==> config.mk <==
export PLATFORM = sky130hd
export DESIGN_NAME = inverse_row_normalizer
export DESIGN_NICKNAME = d
export VERILOG_FILES = /design/src/rtl/inverse_row_normalizer.sv
export SDC_FILE = /design/constraint.sdc
export NUM_CORES = 2
export LEC_CHECK = 0
export BUFFER_PORTS_ARGS = -buffer_cell sky130_fd_sc_hd__buf_2
export CAP_MARGIN = 20
export CORE_AREA = 2 2 389 391
export DETAILED_ROUTE_END_ITERATION = 10
export DIE_AREA = 0 0 391 393
export MAX_ROUTING_LAYER = met4
export PLACE_DENSITY = 0.57
export SLEW_MARGIN = 20
export SYNTH_ARGS = -nofsm -noshare
export SYNTH_HDL_FRONTEND = slang
export SYNTH_SLANG_ARGS = --single-unit
==> constraint.sdc <==
create_clock -name clk -period 60.6 [get_ports clk]
set_input_delay 6.06 -clock clk [delete_from_list [all_inputs] [get_ports clk]]
set_output_delay 6.06 -clock clk [all_outputs]
set_load 0.02 [all_outputs]
==> src/rtl/inverse_row_normalizer.sv <==
`timescale 1ns/1ps
// Divides each element of a 5x5 unnormalised inverse by its row pivot using one shared
// restoring divider, streaming 25 signed fixed-point quotients in row-major order.
module inverse_row_normalizer #(
  parameter int W    = 32,
  parameter int FRAC = 16,
  parameter int N    = 5
) (
  input  logic             clk,
  input  logic             rst,
  input  logic             in_valid,
  output logic             in_ready,
  input  logic [N*N*W-1:0] num_flat,
  input  logic [N*W-1:0]   piv_flat,
  output logic             out_valid,
  input  logic             out_ready,
  output logic [W-1:0]     out_data,
  output logic [2:0]       out_row,
  output logic [2:0]       out_col,
  output logic             out_last,
  output logic             div_zero,
  output logic             busy
);
  localparam int NN = N * N;
  localparam int QW = W + FRAC;
  localparam int CW = $clog2(QW);
  localparam int KW = $clog2(NN);

  localparam logic [W-1:0]  SAT_MAX = {1'b0, {(W-1){1'b1}}};
  localparam logic [W-1:0]  SAT_MIN = {1'b1, {(W-1){1'b0}}};
  localparam logic [QW-1:0] POS_LIM = {{(QW-W){1'b0}}, SAT_MAX};
  localparam logic [QW-1:0] NEG_LIM = {{(QW-W){1'b0}}, SAT_MIN};

  typedef enum logic [2:0] {IDLE, SETUP, DIV, FIX, OUT} state_t;

  state_t        state_q;
  logic [W-1:0]  num_q [NN];
  logic [W-1:0]  piv_q [N];
  logic [KW-1:0] k_q;
  logic [2:0]    row_q;
  logic [2:0]    col_q;
  logic [QW-1:0] dvd_q;
  logic [QW-1:0] quo_q;
  logic [W:0]    rem_q;
  logic [W:0]    den_q;
  logic [CW-1:0] cnt_q;
  logic          sign_q;
  logic          num_neg_q;
  logic          piv_zero_q;

  logic          in_ready_q;
  logic          out_valid_q;
  logic [W-1:0]  out_data_q;
  logic [2:0]    out_row_q;
  logic [2:0]    out_col_q;
  logic          out_last_q;
  logic          div_zero_q;
  logic          busy_q;

  logic          accept;
  logic [W-1:0]  sel_num_d;
  logic [W-1:0]  sel_piv_d;
  logic [W-1:0]  num_abs_d;
  logic [W-1:0]  piv_abs_d;
  logic [W+1:0]  trial_d;
  logic          trial_ge_d;
  logic [W-1:0]  fix_d;

  assign accept = (state_q == IDLE) && in_valid;

  genvar gi;
  generate
    for (gi = 0; gi < NN; gi++) begin : g_num
      always_ff @(posedge clk or posedge rst) begin
        if (rst) begin
          num_q[gi] <= '0;
        end else if (accept) begin
          num_q[gi] <= num_flat[gi*W +: W];
        end
      end
    end
    for (gi = 0; gi < N; gi++) begin : g_piv
      always_ff @(posedge clk or posedge rst) begin
        if (rst) begin
          piv_q[gi] <= '0;
        end else if (accept) begin
          piv_q[gi] <= piv_flat[gi*W +: W];
        end
      end
    end
  endgenerate

  // Magnitudes are unsigned W-bit values, so the most negative input maps exactly to 2^(W-1).
  always_comb begin
    sel_num_d  = num_q[k_q];
    sel_piv_d  = piv_q[row_q];
    num_abs_d  = sel_num_d[W-1] ? (~sel_num_d + W'(1)) : sel_num_d;
    piv_abs_d  = sel_piv_d[W-1] ? (~sel_piv_d + W'(1)) : sel_piv_d;
    trial_d    = {rem_q, dvd_q[QW-1]};
    trial_ge_d = (trial_d >= {1'b0, den_q});
    if (piv_zero_q) begin
      fix_d = num_neg_q ? SAT_MIN : SAT_MAX;
    end else if (!sign_q) begin
      fix_d = (quo_q > POS_LIM) ? SAT_MAX : quo_q[W-1:0];
    end else begin
      fix_d = (quo_q > NEG_LIM) ? SAT_MIN : (~quo_q[W-1:0] + W'(1));
    end
  end

  always_ff @(posedge clk or posedge rst) begin
    if (rst) begin
      state_q     <= IDLE;
      k_q         <= '0;
      row_q       <= '0;
      col_q       <= '0;
      dvd_q       <= '0;
      quo_q       <= '0;
      rem_q       <= '0;
      den_q       <= '0;
      cnt_q       <= '0;
      sign_q      <= 1'b0;
      num_neg_q   <= 1'b0;
      piv_zero_q  <= 1'b0;
      in_ready_q  <= 1'b1;
      out_valid_q <= 1'b0;
      out_data_q  <= '0;
      out_row_q   <= '0;
      out_col_q   <= '0;
      out_last_q  <= 1'b0;
      div_zero_q  <= 1'b0;
      busy_q      <= 1'b0;
    end else begin
      case (state_q)
        IDLE: begin
          if (in_valid) begin
            state_q    <= SETUP;
            k_q        <= '0;
            row_q      <= '0;
            col_q      <= '0;
            in_ready_q <= 1'b0;
            busy_q     <= 1'b1;
          end
        end
        SETUP: begin
          den_q      <= {1'b0, piv_abs_d};
          dvd_q      <= {num_abs_d, {FRAC{1'b0}}};
          rem_q      <= '0;
          quo_q      <= '0;
          sign_q     <= sel_num_d[W-1] ^ sel_piv_d[W-1];
          num_neg_q  <= sel_num_d[W-1];
          piv_zero_q <= (sel_piv_d == '0);
          cnt_q      <= CW'(QW - 1);
          state_q    <= DIV;
        end
        DIV: begin
          // A zero pivot still iterates the full count so every element has equal latency.
          rem_q <= trial_ge_d ? (W+1)'(trial_d - {1'b0, den_q}) : trial_d[W:0];
          dvd_q <= {dvd_q[QW-2:0], 1'b0};
          quo_q <= {quo_q[QW-2:0], trial_ge_d};
          if (cnt_q == '0) begin
            state_q <= FIX;
          end else begin
            cnt_q <= cnt_q - CW'(1);
          end
        end
        FIX: begin
          out_valid_q <= 1'b1;
          out_data_q  <= fix_d;
          out_row_q   <= row_q;
          out_col_q   <= col_q;
          out_last_q  <= (k_q == KW'(NN - 1));
          div_zero_q  <= piv_zero_q;
          state_q     <= OUT;
        end
        OUT: begin
          if (out_ready) begin
            out_valid_q <= 1'b0;
            if (k_q == KW'(NN - 1)) begin
              state_q    <= IDLE;
              in_ready_q <= 1'b1;
              busy_q     <= 1'b0;
            end else begin
              k_q     <= k_q + KW'(1);
              state_q <= SETUP;
              if (col_q == 3'(N - 1)) begin
                col_q <= '0;
                row_q <= row_q + 3'd1;
              end else begin
                col_q <= col_q + 3'd1;
              end
            end
          end
        end
        default: state_q <= IDLE;
      endcase
    end
  end

  assign in_ready  = in_ready_q;
  assign out_valid = out_valid_q;
  assign out_data  = out_data_q;
  assign out_row   = out_row_q;
  assign out_col   = out_col_q;
  assign out_last  = out_last_q;
  assign div_zero  = div_zero_q;
  assign busy      = busy_q;

endmodule

==> run_results.csv <==
group,metric,value,unit
status,status,"complete, no violations",
route,vias_per_cell,5.442,
synth,synth-edff-count,0,
worst_hold_path,min_path_type,"flip-flop to flip-flop",
synth,synthFlopType,"dfrtp_1",
clocking,clk_latency,760,ps
floorplanning,io_pins,1007,
route,firstDrtPassIters,8,
cells_and_area,layout.cells.non_filler,7304,
setup_path,startpoint,"in_valid",
route,drtIter0Drc,2733,
cells_and_area,design_area,67300,um2
setup_path,worstSetupEndpoint,"num_q[691]",
floorplanning,core,149200,um2
synth,synth_top_area_cell,"dfrtp_1",
clocking,cts_tree,"built",
placement,dp_hpwl,148500,um
clocking,clk_pin_slew_worst_paths,60,ps
clocking,ctsHoldBuffers,0,
grt,grt_pass1_wl,283500,um
floorplanning,dieArea,153700,um2
sta,period_needed,10360,ps
sta,finalSetupViolCount,0,
setup_path,endpoint_kind,"flip-flop",
setup_path,rr_worst_depth,12,
sta,slew_headroom,22.52,%
synth,synth_seq_cells,1171,
placement,place_area,62240,um2
floorplanning,die_x,391,um
setup_path,critPathKind,"primary input to flip-flop",
cells_and_area,final_cell_mix,"1162 x dfrtp_1, 1006 x buf_2, 984 x mux2_2, 215 x o21ai_0, 188 x nand2_1",
synth,synth_cells,4173,
setup_path,cp.required,61250,ps
cells_and_area,final_common_cell,"dfrtp_1",
route,antenna_left,0,
sta,finalSetupTns,0,ps
setup_path,crit_fanout,82,
power,p_leak,28.94,nW
floorplanning,die_h,393,um
power,power.total,0.003724,W
setup_path,startpoint_type,"primary input",
sta,fin_skew,34.48,ps
power,power_density,55.34,nW/um2
floorplanning,initial_core_util,37.11,%
clocking,cts_sinks,1171,
grt,grt_max_degree,194,
placement,dp.cells,6898,
power,ir_drop,0.00002948,V
clocking,cts_root_buffer,"clkbuf_16",
setup_path,r2r-start,"k_q[0]",
clocking,htreeDepth,4,
cells_and_area,syn2layout_area_growth,21.51,%
clocking,cts_buffers,139,
synth,syn_nets,5180,
synth,avgSynthCellArea,13.27,um2
route,totalWireLength,199500,um
grt,grt.total_usage,26.34,%
setup_path,arrival,11010,ps
setup_path,r2r_slack,54600,ps
clocking,postCtsSetupBuffers,0,
grt,antenna_found_initial,221,
route,drt-wirelength-per-cell,27.31,um
synth,seq_area_frac_synth,52.91,%
route,routed-via-count,39750,
grt,grt_pass1_vias,40290,
synth,synth.top_cell.area_share,52.86,%
synth,synth_area,55390,um2
sta,fin_crit_sh,17.09,%
sta,fmax,96.55,MHz
cells_and_area,nFillCells,13910,
cells_and_area,fin_nets,6104,
cells_and_area,post_route_cells_drive_above_1_share,47.92,%
synth,async_flop_share,100.0,%
sta,rsz0062_at_grt,"no",
setup_path,rr_endpoint,"dvd_q[39]",
run,cap_violations,0,
synth,yosys_warnings,0,
sta,tightest_slew,1162,ps
clocking,cts_resized,0,
placement,place.gp.congestion,0.8682,
synth,ys_top_cells_by_area,"dfrtp_1 53%, mux2_2 20%, mux4_2 6.7%",
sta,final_max_slew_viol_count,0,
sta,hold_viol,0,
clocking,cts_buffer_depth,3,
grt,overflow,0,
route,remaining_drc_errors,0,
synth,synth_cell_types,89,
floorplanning,row_count,142,
placement,io_buffers,1006,
## worst max-delay path, stage by stage
cell and delay (ps):
buf_2 120, nor4b_2 190, buf_4 500, buf_4 780, buf_4 850, buf_4 820
buf_4 930, mux2_2 430
## synth_stat cells, types with 41 or more instances
| master | n |
|---|---|
| nor2_1 | 119 |
| mux2i_1 | 95 |
| dfrtp_1 | 1170 |
| clkbuf_1 | 221 |
| inv_1 | 59 |
| o21ai_0 | 216 |
| a22o_1 | 80 |
| a22oi_1 | 78 |
| mux4_2 | 166 |
| xnor2_1 | 41 |
| xor2_1 | 48 |
| mux2_2 | 984 |
| ha_1 | 42 |
| nand2_1 | 190 |
| a21oi_1 | 133 |
## worst min path at each step
| stage | from | endpoint | depth (start not counted) |
|---|---|---|---|
| after detailed placement | in_ready | in_ready | 2 |
| after global routing | in_ready | in_ready | 2 |
| after global placement | in_ready | in_ready | 2 |
| after floorplan | den_q[31] | den_q[31] | 2 |
| after CTS | in_ready | in_ready | 2 |
| final | in_ready | in_ready | 2 |
## cell families (layout without fill, tap and decap cells)
family,after synthesis,in the layout,synth area share (%)
simple gates,527,527,4.635
compound gates,750,750,8.869
fa+ha+maj,43,43,0.9849
buf+inv,346,1378,2.684
mux,1247,1247,28.51
xor+xnor,89,89,1.407
flops,1171,1171,52.91
other cells,0,155,0
## cell type report
cell class	instances	area [um2]	area share (%)
diodes	155	387.9	0.5763
clock buffers	199	4014	5.964
clock inverters	50	601.8	0.8942
well taps	1944	2432	3.614
repair buffers	1068	5610	8.336
flip-flops and latches	1171	29320	43.57
multi-input cells	2656	24700	36.70
inverters	61	236.5	0.3514
## registers in the layout (all words and copies together), names as in the netlist, 3 cells and up
name	flops
den_q	32
out_data	32
dvd_q	32
out_row	3
state_q	3
rem_q	33
piv_q	160
quo_q	48
row_q	3
out_col	3
num_q	800
k_q	5
col_q	3
cnt_q	6
## per-stage QoR
stage	worst slack [ps]	hold slack, ps	utilization (%)
final	50240	460.7	45.10
after global routing	50030	487.5	45.05
after CTS	50330	464.3	44.79
after detailed placement	49510	455.6	41.70
after global placement	49530	449.1	41.70
after floorplan	21560	443.2	-
## metal layers
metal  up-vias  global-route usage, %  wire, um
li1      17600                      -         -
met1     20470                  30.29     75850
met2      1321                  43.83    100000
met3       357                  7.917     16310
met4         0                  8.943      7296
met5         -                      -         0
## report_power, final
part	switching, W	total, W	internal, W
registers	0.000224	0.00139	0.00116
clock network	0.000358	0.000842	0.000484
logic	0.000730	0.00150	0.000766
(Power assumes the default switching activity.)
